**config.mk**
```make
export PLATFORM = sky130hd
export DESIGN_NAME = guess_code_engine
export DESIGN_NICKNAME = d
export VERILOG_FILES = /design/src/rtl/guess_pkg.sv /design/src/rtl/btn_edge_encoder.sv /design/src/rtl/guess_code_engine.sv
export SDC_FILE = /design/constraint.sdc
export NUM_CORES = 1
export LEC_CHECK = 0
export ABC_AREA = 1
export CAP_MARGIN = 20
export CORE_MARGIN = 2
export CORE_UTILIZATION = 55
export CTS_BUF_LIST = sky130_fd_sc_hd__clkbuf_8
export DETAILED_ROUTE_END_ITERATION = 16
export GPL_ROUTABILITY_DRIVEN = 0
export PLACE_DENSITY_LB_ADDON = 0.1
export SYNTH_ARGS = -nofsm -noshare
export SYNTH_HDL_FRONTEND = slang
export SYNTH_SLANG_ARGS = --single-unit
```
**constraint.sdc**
```tcl
create_clock -name clk -period 2.6 [get_ports clk]
set_input_delay 0.65 -clock clk [delete_from_list [all_inputs] [get_ports clk]]
set_output_delay 0.65 -clock clk [all_outputs]
set_load 0.05 [all_outputs]
```
**src/rtl/guess_pkg.sv**
```systemverilog
// ---------------------------------------------------------------------------
// guess_pkg
// Shared types and width helpers for the two-player code-guessing engine.
//   phase_t    : SET / GUESS / CHECK / DONE game phase
//   len_cmp_t  : guess length relative to secret length (EQ / SHORTER / LONGER)
//   DEF_*      : default parameter values used by the engine
//   symWidth   : bits needed to store one button index (never below 1)
//   cntWidth   : bits needed for a counter that runs 0..maxVal
//   idxWidth   : bits needed to address a buffer of the given depth
// ---------------------------------------------------------------------------
package guess_pkg;

   typedef enum logic [1:0] {
      PH_SET   = 2'd0,
      PH_GUESS = 2'd1,
      PH_CHECK = 2'd2,
      PH_DONE  = 2'd3
   } phase_t;

   typedef enum logic [1:0] {
      LC_EQ      = 2'd0,
      LC_SHORTER = 2'd1,
      LC_LONGER  = 2'd2
   } len_cmp_t;

   localparam int DEF_N_BTN     = 4;
   localparam int DEF_MAX_LEN   = 7;
   localparam int DEF_MIN_LEN   = 4;
   localparam int DEF_MAX_TRIES = 4;

   // A two-button panel still needs one bit per stored symbol.
   function automatic int symWidth(input int nBtn);
      return (nBtn > 2) ? $clog2(nBtn) : 1;
   endfunction

   function automatic int cntWidth(input int maxVal);
      return (maxVal > 0) ? $clog2(maxVal + 1) : 1;
   endfunction

   function automatic int idxWidth(input int depth);
      return (depth > 2) ? $clog2(depth) : 1;
   endfunction

endpackage

```
**src/rtl/btn_edge_encoder.sv**
```systemverilog
// ---------------------------------------------------------------------------
// btn_edge_encoder
// Turns debounced button/enter levels into single-cycle events.
//   clk, reset : system clock, asynchronous active-high reset
//   btn        : debounced button levels, one bit per symbol
//   enter      : debounced submit level
//   sym_valid  : exactly one button rose this cycle
//   sym        : index of that button (only meaningful with sym_valid)
//   enter_evt  : enter rose this cycle
// ---------------------------------------------------------------------------
module btn_edge_encoder
   import guess_pkg::*;
#(
   parameter int N_BTN = DEF_N_BTN,
   parameter int SYM_W = symWidth(DEF_N_BTN)
) (
   input  logic             clk,
   input  logic             reset,
   input  logic [N_BTN-1:0] btn,
   input  logic             enter,
   output logic             sym_valid,
   output logic [SYM_W-1:0] sym,
   output logic             enter_evt
);

   logic [N_BTN-1:0] r_btn;
   logic [N_BTN-1:0] r_btnPrev;
   logic             r_enter;
   logic             r_enterPrev;
   logic [N_BTN-1:0] w_rise;
   logic [SYM_W-1:0] w_sym;

   // Register the inputs once, then keep one more copy so a rising edge is
   // seen exactly once no matter how long a button is held.
   always_ff @(posedge clk or posedge reset) begin
      if (reset) begin
         r_btn       <= '0;
         r_btnPrev   <= '0;
         r_enter     <= 1'b0;
         r_enterPrev <= 1'b0;
      end else begin
         r_btn       <= btn;
         r_btnPrev   <= r_btn;
         r_enter     <= enter;
         r_enterPrev <= r_enter;
      end
   end

   assign w_rise = r_btn & ~r_btnPrev;

   // Priority-free encoder: only used when w_rise is one-hot, so whichever
   // bit the loop lands on is the single pressed button.
   always_comb begin
      w_sym = '0;
      for (int i = 0; i < N_BTN; i++) begin
         if (w_rise[i]) begin
            w_sym = SYM_W'(i);
         end
      end
   end

   // Clearing the lowest set bit leaves zero only for a one-hot vector, which
   // is how simultaneous presses get rejected.
   assign sym_valid = (w_rise != '0) && ((w_rise & (w_rise - 1'b1)) == '0);
   assign sym       = w_sym;
   assign enter_evt = r_enter & ~r_enterPrev;

endmodule

```
**src/rtl/guess_code_engine.sv**
```systemverilog
// ---------------------------------------------------------------------------
// guess_code_engine
// Two-player code-guessing game: player A stores a secret symbol sequence,
// player B gets MAX_TRIES attempts to reproduce it.
//   clk, reset   : system clock, asynchronous active-high reset
//   btn, enter   : debounced, clk-synchronous button and submit levels
//   phase        : 0=SET 1=GUESS 2=CHECK 3=DONE
//   secret_len   : symbols stored for the secret
//   guess_len    : symbols in the current guess
//   hits         : positional matches of the last checked guess
//   len_cmp      : last guess length vs secret (0=EQ 1=SHORTER 2=LONGER)
//   tries_left   : remaining guesses
//   result_valid : one-cycle pulse when hits/len_cmp/win/lose update
//   win, lose    : sticky game outcome
// ---------------------------------------------------------------------------
module guess_code_engine
   import guess_pkg::*;
#(
   parameter int N_BTN     = DEF_N_BTN,
   parameter int MAX_LEN   = DEF_MAX_LEN,
   parameter int MIN_LEN   = DEF_MIN_LEN,
   parameter int MAX_TRIES = DEF_MAX_TRIES
) (
   input  logic                             clk,
   input  logic                             reset,
   input  logic [N_BTN-1:0]                 btn,
   input  logic                             enter,
   output logic [1:0]                       phase,
   output logic [cntWidth(MAX_LEN)-1:0]     secret_len,
   output logic [cntWidth(MAX_LEN)-1:0]     guess_len,
   output logic [cntWidth(MAX_LEN)-1:0]     hits,
   output logic [1:0]                       len_cmp,
   output logic [cntWidth(MAX_TRIES)-1:0]   tries_left,
   output logic                             result_valid,
   output logic                             win,
   output logic                             lose
);

   localparam int SYM_W = symWidth(N_BTN);
   localparam int LEN_W = cntWidth(MAX_LEN);
   localparam int TRY_W = cntWidth(MAX_TRIES);
   localparam int IDX_W = idxWidth(MAX_LEN);

   logic             w_symValid;
   logic [SYM_W-1:0] w_sym;
   logic             w_enterEvt;
   logic             w_symAccept;

   phase_t           r_phase;
   phase_t           w_phaseNext;

   logic [SYM_W-1:0] r_secret [MAX_LEN];
   logic [SYM_W-1:0] r_guess  [MAX_LEN];
   logic [LEN_W-1:0] r_secretLen;
   logic [LEN_W-1:0] r_guessLen;
   logic [IDX_W-1:0] r_scanIdx;
   logic [LEN_W-1:0] r_hitAcc;
   logic [LEN_W-1:0] r_hits;
   len_cmp_t         r_lenCmp;
   logic [TRY_W-1:0] r_triesLeft;
   logic             r_resultValid;
   logic             r_win;
   logic             r_lose;

   logic             w_scanLast;
   logic             w_hitNow;
   logic [LEN_W-1:0] w_hitsTotal;
   logic             w_isWin;
   logic [TRY_W-1:0] w_triesDec;
   len_cmp_t         w_lenCmp;

   btn_edge_encoder #(
      .N_BTN (N_BTN),
      .SYM_W (SYM_W)
   ) u_edge (
      .clk       (clk),
      .reset     (reset),
      .btn       (btn),
      .enter     (enter),
      .sym_valid (w_symValid),
      .sym       (w_sym),
      .enter_evt (w_enterEvt)
   );

   // Enter wins over a symbol arriving in the same cycle, so the length that
   // enter is judged against is the one the player actually saw.
   assign w_symAccept = w_symValid & ~w_enterEvt;

   // Scan arithmetic for the serial compare: one buffer position per cycle,
   // positions past either length never count.
   assign w_scanLast  = (r_phase == PH_CHECK) && (r_scanIdx == IDX_W'(MAX_LEN - 1));
   assign w_hitNow    = (LEN_W'(r_scanIdx) < r_secretLen) &&
                        (LEN_W'(r_scanIdx) < r_guessLen) &&
                        (r_secret[r_scanIdx] == r_guess[r_scanIdx]);
   assign w_hitsTotal = r_hitAcc + LEN_W'(w_hitNow);
   assign w_isWin     = (w_hitsTotal == r_secretLen) && (r_guessLen == r_secretLen);
   assign w_triesDec  = (r_triesLeft != '0) ? (r_triesLeft - 1'b1) : '0;

   always_comb begin
      w_lenCmp = LC_EQ;
      if (r_guessLen < r_secretLen) begin
         w_lenCmp = LC_SHORTER;
      end else if (r_guessLen > r_secretLen) begin
         w_lenCmp = LC_LONGER;
      end
   end

   // Phase register. Reset is expected to be released synchronously to clk
   // by the front end that drives it.
   always_ff @(posedge clk or posedge reset) begin
      if (reset) begin
         r_phase <= PH_SET;
      end else begin
         r_phase <= w_phaseNext;
      end
   end

   // Next-phase decision. A full secret moves to GUESS on its own; enter is
   // only honoured once the minimum length has been reached.
   always_comb begin
      w_phaseNext = r_phase;
      case (r_phase)
         PH_SET: begin
            if ((w_enterEvt && (r_secretLen >= LEN_W'(MIN_LEN))) ||
                (r_secretLen == LEN_W'(MAX_LEN))) begin
               w_phaseNext = PH_GUESS;
            end
         end
         PH_GUESS: begin
            if (w_enterEvt && (r_guessLen >= LEN_W'(MIN_LEN))) begin
               w_phaseNext = PH_CHECK;
            end
         end
         PH_CHECK: begin
            if (w_scanLast) begin
               if (w_isWin || (w_triesDec == '0)) begin
                  w_phaseNext = PH_DONE;
               end else begin
                  w_phaseNext = PH_GUESS;
               end
            end
         end
         PH_DONE: begin
            w_phaseNext = PH_DONE;
         end
         default: begin
            w_phaseNext = PH_SET;
         end
      endcase
   end

   // Datapath: symbol buffers, length counters, the scan accumulator and the
   // registered result. Everything in here is frozen once the game is DONE.
   always_ff @(posedge clk or posedge reset) begin
      if (reset) begin
         for (int i = 0; i < MAX_LEN; i++) begin
            r_secret[i] <= '0;
            r_guess[i]  <= '0;
         end
         r_secretLen   <= '0;
         r_guessLen    <= '0;
         r_scanIdx     <= '0;
         r_hitAcc      <= '0;
         r_hits        <= '0;
         r_lenCmp      <= LC_EQ;
         r_triesLeft   <= TRY_W'(MAX_TRIES);
         r_resultValid <= 1'b0;
         r_win         <= 1'b0;
         r_lose        <= 1'b0;
      end else begin
         r_resultValid <= 1'b0;
         case (r_phase)
            PH_SET: begin
               if (w_symAccept && (r_secretLen < LEN_W'(MAX_LEN))) begin
                  r_secret[IDX_W'(r_secretLen)] <= w_sym;
                  r_secretLen                   <= r_secretLen + 1'b1;
               end
            end
            PH_GUESS: begin
               if (w_symAccept && (r_guessLen < LEN_W'(MAX_LEN))) begin
                  r_guess[IDX_W'(r_guessLen)] <= w_sym;
                  r_guessLen                  <= r_guessLen + 1'b1;
               end
            end
            PH_CHECK: begin
               r_hitAcc  <= w_hitsTotal;
               r_scanIdx <= r_scanIdx + 1'b1;
               if (w_scanLast) begin
                  r_resultValid <= 1'b1;
                  r_hits        <= w_hitsTotal;
                  r_lenCmp      <= w_lenCmp;
                  r_hitAcc      <= '0;
                  r_scanIdx     <= '0;
                  if (w_isWin) begin
                     r_win <= 1'b1;
                  end else begin
                     r_triesLeft <= w_triesDec;
                     if (w_triesDec == '0) begin
                        r_lose <= 1'b1;
                     end else begin
                        for (int i = 0; i < MAX_LEN; i++) begin
                           r_guess[i] <= '0;
                        end
                        r_guessLen <= '0;
                     end
                  end
               end
            end
            default: begin
            end
         endcase
      end
   end

   assign phase        = r_phase;
   assign secret_len   = r_secretLen;
   assign guess_len    = r_guessLen;
   assign hits         = r_hits;
   assign len_cmp      = r_lenCmp;
   assign tries_left   = r_triesLeft;
   assign result_valid = r_resultValid;
   assign win          = r_win;
   assign lose         = r_lose;

endmodule
```
## After elaboration in Yosys (flattened, before gate mapping)

Index checks and enable logic that the tools add are counted.

| word-level totals | value |
|---|---|
| memory bits (read-only) | 0 |
| register bits after elaboration | 63 |
| latch bits | 0 |
| output and inout port bits | 19 |
| memory bits (writable) | 0 |
| memories | 0 |

| cells by class | value |
|---|---|
| shifts and indexed selects | 0 |
| $add $sub $neg | 6 |
| bitwise operators | 11 |
| reductions and logical operators | 26 |
| muxes and demuxes | 37 |
| multiply operators | 0 |
| equality and inequality tests | 14 |
| div/mod/pow operators | 0 |
| $lt $le $gt $ge | 13 |

Operators with widths:

| cell | count |
|---|---|
| 14-bit two-way mux | 4 |
| 14-bit bitwise mux | 2 |
| 2-bit two-way mux | 14 |
| 14-bit case mux with 2 select lines | 1 |
| 3-bit two-way mux | 7 |
| 2-bit binary-select mux with 3-bit select | 2 |
| 2-bit demux with 3-bit select | 2 |
| 4-bit >= comparator, second input constant | 3 |
| 2-bit inequality test, second input constant | 6 |
| 3-bit NOT with 4-bit output | 3 |
| 1-bit logical AND | 11 |
| 3-bit by 1-bit adder with 3-bit output, second input constant | 3 |
| 3-bit less-than comparator | 3 |
| 3-bit AND reduction | 3 |
| 4-bit AND | 2 |
| 4-bit by 1-bit less-than comparator with 1-bit output, second input constant | 2 |
| 2-bit case mux with 4 select lines | 1 |
| 3-bit == test | 2 |
| 3-bit == test, second input constant | 2 |
| 3-bit >= comparator, second input constant | 2 |
| 3-bit less-than comparator, second input constant | 2 |
| 3-bit case mux with 2 select lines | 1 |
| 5-bit AND reduction | 1 |
| 2-bit == test, second input constant | 2 |
| 19 further kinds | 26 |

## Logic depth before layout (Yosys ltp)

Gate-level depths: netlist of run 1.

| depth | value |
|---|---|
| depth in word-level cells | 13 |
| mapped depth | 23 |

## Modules after synthesis

From an unflattened synthesis of run 1, not the netlist that was laid out.

| second synthesis, totals | value |
|---|---|
| cells, all modules | 452 |
| area, all modules | 3510.9 um2 |

Modules (own cells, without submodules):

| module | area an instance (um2) | times used | seq. area each (um2) | cells each |
|---|---|---|---|---|
| guess_code_engine | 3170.5 | 1 | 1327.5 | 421 |
| btn_edge_encoder | 340.3 | 1 | 250.2 | 31 |

## Worst setup path after synthesis of run 1

Ideal clock, no wire load.

| path | value |
|---|---|
| path kind | register to register |
| start | register r_secretLen[1], in the netlist secret_len[1] |
| end | register r_guess[10] (netlist name) |
| cell stages (with the launch flop) | 21 |
| path slack | -0.347 ns |
| clock period less this slack | 2.947 ns |
| library setup time | 0.117 ns |
| required time | 2.483 ns |
| arrival | 2.829 ns |
| cells stage by stage | dfrtp_1 -> inv_2 -> ha_1 -> a21boi_0 -> o21a_1 -> nor2_1 -> nand3_1 -> nor2_1 -> ha_1 -> ha_1 -> inv_1 -> nand2_1 -> nand2_1 -> nand2_1 -> nor2_1 -> nand2_1 -> nand3_1 -> nand2_2 -> buf_4 -> nand4_1 -> nand2_1 |

| on the way | value |
|---|---|
| longest elaborated chain between the ends | 8 |
| elaborated cells on any way between the ends | 9 |
| classes of those cells | add/sub (1); order compare (1); eq/ne (3); reduce/logical (4) |

Ends and longest elaborated chain:

| element | line | RTL |
|---|---|---|
| start, declared | guess_code_engine.sv:54 | `logic [LEN_W-1:0] r_secretLen;` |
| start signal, assigned | guess_code_engine.sv:176 | `r_secretLen <= r_secretLen + 1'b1;` |
| 3-bit less-than comparator | guess_code_engine.sv:92 | `assign w_hitNow = (LEN_W'(r_scanIdx) < r_secretLen) &&` |
| 1-bit logical AND | guess_code_engine.sv:92 |  |
| 1-bit logical AND | guess_code_engine.sv:93 | `(LEN_W'(r_scanIdx) < r_guessLen) &&` |
| 3-bit by 1-bit adder with 3-bit output | guess_code_engine.sv:95 | `assign w_hitsTotal = r_hitAcc + LEN_W'(w_hitNow);` |
| net w_hitsTotal[1] | guess_code_engine.sv:67 | `logic [LEN_W-1:0] w_hitsTotal;` |
| 3-bit == test | guess_code_engine.sv:96 | `assign w_isWin = (w_hitsTotal == r_secretLen) && (r_guessLen == r_secretLen);` |
| 1-bit logical AND | guess_code_engine.sv:96 |  |
| 2-bit inequality test (no line) | -- |  |
| 5-bit AND reduction (no line) | -- |  |
| end signal, assigned by index | guess_code_engine.sv:181 | `r_guess[IDX_W'(r_guessLen)] <= w_sym;` |
| end, declared | guess_code_engine.sv:53 | `logic [SYM_W-1:0] r_guess [MAX_LEN];` |

The timed path passes the listed nets, and every way through them passes these cells.
A chain may end at the register's enable or synchronous reset.

## Worst setup path after layout of run 1

| path | value |
|---|---|
| start | register r_scanIdx[1] |
| end | register r_guess[5] (netlist name) |

| on the way | value |
|---|---|
| longest elaborated chain between the ends | 11 |
| elaborated cells on any way between the ends | 20 |
| classes of those cells | add/sub (1); order compare (2); eq/ne (5); mux (6); bitwise (1); reduce/logical (5) |

Ends and longest elaborated chain:

| element | line | RTL |
|---|---|---|
| start, declared | guess_code_engine.sv:56 | `logic [IDX_W-1:0] r_scanIdx;` |
| start signal, assigned | guess_code_engine.sv:187 | `r_scanIdx <= r_scanIdx + 1'b1;` |
| 3-bit NOT with 4-bit output (implied by the code) | guess_code_engine.sv:94 | `(r_secret[r_scanIdx] == r_guess[r_scanIdx]);` |
| 2-bit binary-select mux with 3-bit select | guess_code_engine.sv:94 |  |
| 2-bit two-way mux (implied by the code) (2 in series) | guess_code_engine.sv:94 |  |
| 2-bit == test | guess_code_engine.sv:94 |  |
| 1-bit logical AND | guess_code_engine.sv:93 |  |
| 3-bit by 1-bit adder with 3-bit output | guess_code_engine.sv:95 |  |
| 3-bit == test | guess_code_engine.sv:96 |  |
| 1-bit logical AND | guess_code_engine.sv:96 |  |
| 2-bit inequality test (no line) | -- |  |
| 5-bit AND reduction (no line) * | -- |  |

Every way passes the cells marked *; elsewhere a longest branch is shown, timed or not. The select of a mux whose other input is x is not followed.

==> results.md, run 1 <==
* Status: finished, violations left
* Failing checks: setup timing
* Fillers at 464
* Hold slack at 0.380 ns
* CP arrival at 3.01 ns
* Clock buffer depth at 2
* Setup WS post-layout at -0.176 ns
* Setup crit start kind: flip-flop
* Die X at between 80 and 90 um
* Hold Crit Class: reg -> reg
* Placed cell areas at 3870 um2
* Final Critical Period at 2.78 ns
* Max_cap viols at 0
* Reg2Reg Setup Slack at -0.18 ns
* Worst-path clk slew at 0.06 ns
* Pwr dens at between 1000 and 1500 nW/um2
* Fin area at 4180 um2
* Mapped Area at 3340 um2
* FP Rows at 28
* DR WL/cell at between 15 and 20 um
* Slew Viols, Final at 0
* Critical Path Source: r_scanIdx[1]
* DRT Pass-1 Iters at 5
* Final #Nets at ~500
* IO Count at 26
* Clock latency on the worst-skew pair at 0.35 ns
* Fin. Hold Viols at 0
* Combinational family with the most area after synthesis: simple AND/OR/NAND/NOR gates
* Static Leakage at 2.01 nW
* Initial Util at 56.8%
* Relative slew slack at 64.2%
* Core Area at 5890 um2
* Via Count at between 3000 and 4000
* Synth Area in Compound Gates at between 10% and 20%
* Yosys top cell by area: dfrtp_1
* Global-route wire length before repair at 13800 um
* Area delta synth->final at 25.1%
* Post-synthesis mux area share at 0%
* Register bit total from synthesis at 63
* Peak VDD IR at 692 uV
* CP Cell Sequence: buf_6 -> ha_4 -> a21boi_1 -> o21a_1 -> nor2_1 -> nand3_1 -> nor2_1 -> ha_2 -> ha_4 -> inv_2 -> nand2_2 -> nand2_2 -> nand2_1 -> nand2_1 -> nand2_2 -> nand3_2 -> nand2_4 -> buf_12 -> nand4_1 -> nand2_1 -> nand2_1
* FF-to-FF Start: r_scanIdx[1]
* Total power at 5.14 mW
* CTS root buffer: clkbuf_8
* Final Skew at roughly 0.0049 ns
* CP Data Required Time at ~2.8 ns
* Yosys warning count at 0
* Syn Nets at 435
* Max Freq at 360 MHz
* CTS tree: yes
* Synth cell types at 34
* Final Cycle Share at 107%
* Setup Viol. Count Final at 20
* Post-route ant nets at 0
* Total GRT Usage at 27.8%
* Via density at 5.64
* # H-tree levels at 3
* Remaining Overflow, GRT at 0
* Cts bufs inserted at 9
* N_diodes at 0
* 1st-iter DRT viols at 254
* Initial antenna violation count at 0
* Die Y at 82.0 um
* Adder-Cell Fraction of Synth Area at 5.99%
* Leading post-synthesis cells by cell area: dfrtp_1 46%, nand2_1 12%, o21ai_0 6.7%, ha_1 6.0%, nor2_1 5.1%
* Vias in the first global route at ~3000
* Hold Buf Count CTS at 0
* Largest net degree at the start of global routing at 30
* Nature of the critical path endpoint: flip-flop
* Post-Synth Simple-Gate Area at 28.3%
* Slowest stage cell, crit path: dfrtp_1
* Share of cells above drive strength 1 at 20.7%
* Worst Path Max Fanout at 15
* Cell count of the worst reg-to-reg path at 21
* Most Frequent Cell on Critical Path: nand2_1
* DIE AREA at 6720 um2
* Xor and xnor fraction of the mapped netlist area at 1.05%
* Measured slew at the worst slew-check pin at 0.537 ns
* Yosys top cell area share at between 40% and 50%
* Syn avg cell area at just over 8 um2
* Total length of routed wires at 8400 um
* Crit path largest cell delay at 0.41 ns
* Post-synthesis sequential area ratio at 47.2%
* FF-to-FF End: r_guess[5]
* Most frequent cells in the layout: 104 x nand2_1, 56 x dfrtp_1, 41 x o21ai_0, 41 x nor2_1, 27 x buf_4
* Post-Syn Instances at 412
* Port bufs at 25
* Drt drc at 0
* CP Capture Point: r_guess[5]
* RSZ-0062 raised after global routing: yes
* Setup CP Type: reg -> reg
* Most common cell after layout, fill and taps aside: nand2_1
* Detailed Place HPWL at 6030 um
* Clock sinks at 63
-- cells by family after synthesis --
kind of cell,count (synthesis)
flops,63
buf+inv,49
simple gates,214
xor+xnor,4
compound gates,66
fa+ha+maj,16
-- per-layer routing --
| layer | track usage [%] | up-vias | wire length [um] |
|---|---|---|---|
| met2 | 45.0 | 115 | 4050 |
| met4 | 11.5 | 0 | 224 |
| met1 | 35.6 | 1468 | 3690 |
| met3 | 7.03 | 30 | 432 |
| li1 | - | 1480 | - |
| met5 | 0 | - | 0 |
-- where the power goes --
part           internal, mW  leakage, nW  switching (mW)
clock                 0.379       0.0937           0.362
sequential             1.29        0.808           0.227
combinational          1.07         1.11            1.81
-- how the worst min path moves through the flow --
stage | startpoint | end | cells past startpoint
floorplan | u_edge.r_btn[0] | u_edge.r_btnPrev[0] | 0
global placement | u_edge.r_enter | u_edge.r_enterPrev | 0
detailed placement | u_edge.r_enter | u_edge.r_enterPrev | 0
CTS | u_edge.r_enter | u_edge.r_enterPrev | 0
global route | u_edge.r_enter | u_edge.r_enterPrev | 0
finish | u_edge.r_enter | u_edge.r_enterPrev | 0
-- repair_timing --
| action | CTS | global route |
|---|---|---|
| resized for setup | 5 | 27 |
| endpoints found under the setup margin | 22 | 25 |
| buffers inserted | 7 | 1 |
| gates cloned | 0 | 0 |
| pin swaps | 7 | 18 |
-- cell usage after synthesis, drive strengths merged --
| cell type | count |
|---|---|
| nor2 | 49 |
| nor4 | 1 |
| o22ai | 2 |
| o21a | 2 |
| a21boi | 2 |
| dfrtp | 62 |
| buf | 8 |
| dfstp | 1 |
| nand3 | 19 |
| clkinv | 2 |
| inv | 35 |
| nor3 | 2 |
| o21ai | 51 |
| a31oi | 1 |
| nand2 | 117 |
| o211ai | 2 |
| or2 | 1 |
| nand4 | 25 |
| o21bai | 2 |
| xor2 | 4 |
| clkbuf | 4 |
| ha | 16 |
| a21oi | 4 |
-- registers in the layout (all words and copies together), names as in the netlist --
signal,cells
phase,2
result_valid,1
r_scanIdx,3
u_edge.r_enterPrev,1
u_edge.r_enter,1
len_cmp,2
u_edge.r_btn,4
win,1
r_guess,14
lose,1
r_hitAcc,3
tries_left,3
r_secret,14
secret_len,3
hits,3
guess_len,3
u_edge.r_btnPrev,4
-- critical path: cells and delay by family (launching register included) --
family | cells | cell delay, ns
adders and majority gates | 3 | 0.56
AOI/OAI and AO/OA | 2 | 0.29
and+or+nand+nor | 13 | 1.10
DFF | 1 | 0.41
buffers and inverters | 3 | 0.32
-- final cells by class --
cell class	instances	area, um2	share of cell area [%]
multi-input cells	300	1640	39.2
flip-flops and latches	63	1590	37.9
repair buffers	59	549	13.1
clock buffers	11	151	3.62
inverters	37	149	3.56
well taps	75	93.8	2.24
clock inverters	3	12.5	0.299
-- stage by stage --
stage               setup slack (ns)  TNS [ns]  utilization (%)  instances
floorplan                     -0.119     -1.34                -        412
finish                        -0.176     -2.68             71.0        548
detailed placement            -0.133     -1.95             65.8        527
CTS                           -0.132     -1.95             69.7        548
global placement              -0.136     -1.81             65.8        527
global route                  -0.366     -6.54             71.0        548
No activity file was read; power rests on OpenSTA's default activity.
==> inputs of run 2 (changes only) <==
--- a/config.mk
+++ b/config.mk
@@ -13,4 +13,5 @@
 export DETAILED_ROUTE_END_ITERATION = 16
 export GPL_ROUTABILITY_DRIVEN = 0
+export MAX_ROUTING_LAYER = met4
 export PLACE_DENSITY_LB_ADDON = 0.1
 export SYNTH_ARGS = -nofsm -noshare
==> constraint.sdc (replaced) <==
create_clock -name clk -period 2.6 [get_ports clk]
set_input_delay 0.52 -clock clk [delete_from_list [all_inputs] [get_ports clk]]
set_output_delay 0.52 -clock clk [all_outputs]
set_load 0.05 [all_outputs]
==> results.md, run 2 (synthesized netlist as in run 1, its figures left out) <==
* # H-tree levels at 3 (unchanged)
* Clock buffer depth at 2 (unchanged)
* Max_cap viols at 0 (unchanged)
* Top flop regs: r_guess: 14 flops, r_secret: 14 flops
* Most common cell after layout, fill and taps aside: nand2_1
* Core Area at 5890 um2 (unchanged)
* Combinational power share at 56.0% (about the same)
* Setup WS post-layout at -0.151 ns (+0.0251 ns)
* Clock sinks at 63 (unchanged)
* Hold Crit Class: reg -> reg
* CP Cell Sequence: buf_6 -> ha_4 -> a21boi_1 -> o21a_1 -> nor2_1 -> nand3_1 -> nor2_1 -> ha_2 -> ha_4 -> inv_1 -> nand2_1 -> nand2_1 -> nand2_1 -> nand2_1 -> nand2_2 -> nand3_2 -> nand2_4 -> buf_12 -> nand4_1 -> nand2_1 -> nand2_1
* 1st-iter DRT viols at 228 (-10%)
* Peak VDD IR at 651 uV (-6.0%)
* Setup crit start kind: flip-flop
* Reg power frac at 28.9% (-0.6 points)
* IO Count at 26 (unchanged)
* FP Rows at 28 (unchanged)
* Setup Viol. Count Final at 17 (-15%)
* Status: finished, violations left
* DR WL/cell at 14.9 um (-2.5%)
* Area delta synth->final at 25.0% (about the same)
* Fin. Hold Viols at 0 (unchanged)
* CTS tree: yes
* CP Data Required Time at 2.83 ns (about the same)
* Slew Viols, Final at 0 (unchanged)
* Most frequent cells in the layout: 105 x nand2_1, 56 x dfrtp_1, 42 x nor2_1
* Place WS at -0.128 ns (+0.00519 ns)
* Final Skew at 0.00913 ns (+0.00419 ns)
* Share of cells above drive strength 1 at 19.8% (-0.93 points)
* Most Frequent Cell on Critical Path: nand2_1
* Fillers at 462 (-0.43%)
* DRT Pass-1 Iters at 5 (unchanged)
* Detailed Place HPWL at 5740 um (-4.9%)
* Internal power at 2.80 mW (+2.4%)
* Setup CP Type: reg -> reg
* Largest net degree at the start of global routing at 42 (+40%)
* Total GRT Usage at 27.1% (-0.67 points)
* N_diodes at 0 (unchanged)
* Psw at 2.43 mW (+1.1%)
* Via Count at 2979 (-3.7%)
* Vias in the first global route at 2855 (-3.5%)
* Net Sw Frac at 46.4% (-0.33 points)
* Via density at 5.47 (-3.2%)
* Total power at 5.23 mW (+1.8%)
* Global-route wire length before repair at 13200 um (-4.5%)
* Hold Crit Depth at 0 (unchanged)
* Relative slew slack at 65.6% (+1.4 points)
* Max Freq at 364 MHz (+0.91%)
* Die Y at 82.0 um (unchanged)
* DIE AREA at 6720 um2 (unchanged)
* Slowest stage cell, crit path: dfrtp_1
* Pwr dens at 1250 nW/um2 (+1.8%)
* Clock latency on the worst-skew pair at 0.35 ns (about the same)
* Cell count of the worst reg-to-reg path at 21 (unchanged)
* Final Critical Period at 2.75 ns (-0.0251 ns)
* Initial antenna violation count at 0 (unchanged)
* Die X at 82.0 um (unchanged)
* CTS root buffer: clkbuf_8
* CP arrival at 2.99 ns (-0.02 ns)
* Post-route ant nets at 0 (unchanged)
* Total length of routed wires at 8150 um (-3.1%)
* Initial Util at 56.8% (unchanged)
* Worst Path Max Fanout at 6 (-9)
* Remaining Overflow, GRT at 0 (unchanged)
* Measured slew at the worst slew-check pin at 0.515 ns (-0.0222 ns)
* Worst-path clk slew at 0.07 ns (about the same)
* Final Cycle Share at 106% (-0.97 points)
* Total negative slack at -2.07 ns (+0.611 ns)
* Static Leakage at 1.99 nW (-1.2%)
* Reg2Reg Setup Slack at -0.15 ns (+0.03 ns)
* Hold Buf Count CTS at 0 (unchanged)
* RSZ-0062 raised after global routing: yes
* Crit path largest cell delay at 0.41 ns (about the same)
* Nature of the critical path endpoint: flip-flop
* Failing checks: setup timing
* Clock power frac at 15.1% (+0.7 points)
* Drt drc at 0 (unchanged)
* Port bufs at 25 (unchanged)
* Final #Nets at 488 (-1.0%)
* Cts bufs inserted at 9 (unchanged)
run 2: changes by cell type in the layout (fill, tap and decap cells not counted), sizes merged:
| cell | change |
|---|---|
| inv | -2 |
| buf | -7 |
| clkbuf | +2 |
| clkinvlp | +3 |
| clkinv | +1 |
run 2: metrics by stage:
step	cells	cell area, um2	hold slack [ns]	util [%]
2_1_floorplan	412	3390	0.354	-
4_1_cts	541	4050	0.384	68.9
3_3_place_gp	524	3850	0.367	65.5
3_5_place_dp	524	3850	0.373	65.5
6_report	545	4180	0.381	71.0
5_1_grt	545	4180	0.407	71.0
run 2: power by group through the flow:
| stage | clock (mW) | sequential [mW] | combinational (mW) |
|---|---|---|---|
| 2_1_floorplan | 0 | 1.81 | 1.54 |
| 3_3_place_gp | 0 | 1.50 | 2.60 |
| 3_5_place_dp | 0 | 1.51 | 2.67 |
| 4_1_cts | 0.800 | 1.49 | 2.71 |
| 5_1_grt | 0.848 | 1.55 | 3.24 |
| 6_report | 0.790 | 1.51 | 2.93 |
run 2: area by class of cell:
type                       instances  area (um2)  area share, %
tap                               75        93.8           2.25
multi-input combinational        300        1630           38.9
clock inverter                     5        32.5          0.778
timing repair buffer              54         543           13.0
sequential                        63        1590           37.9
clock buffer                      11         151           3.62
inverter                          37         146           3.50
run 2: worst paths after layout:
check,startpoint,endpoint
worst max-delay path,r_scanIdx[1],r_guess[6]
worst min-delay path,u_edge.r_enter,u_edge.r_enterPrev
worst max register to register,r_scanIdx[1],r_guess[6]
worst min register to register,u_edge.r_enter,u_edge.r_enterPrev
max in group asynchronous,reset,tries_left[2]
min in group asynchronous,reset,r_secret[5]
run 2: timing repair:
action                     4_1_cts  5_1_grt
pin swaps                        2       14
gates cloned                     0        2
setup buffers                    1        2
setup endpoints to repair       22       23
gates resized for setup          4       21
run 2: layer usage:
metal | vias to the layer above | share of wire [%] | track usage [%]
met5 | - | 0 | -
met4 | 0 | 3.0 | 12.0
met3 | 29 | 4.9 | 6.04
met2 | 78 | 48 | 43.3
met1 | 1401 | 44 | 33.1
li1 | 1471 | - | -
run 2: critical path, delay by kind of cell (launching register included):
kind | cells | cell delay, ns
fa+ha+maj | 3 | 0.55
simple gates | 13 | 1.09
compound gates | 2 | 0.29
buf+inv | 3 | 0.30
flops | 1 | 0.41
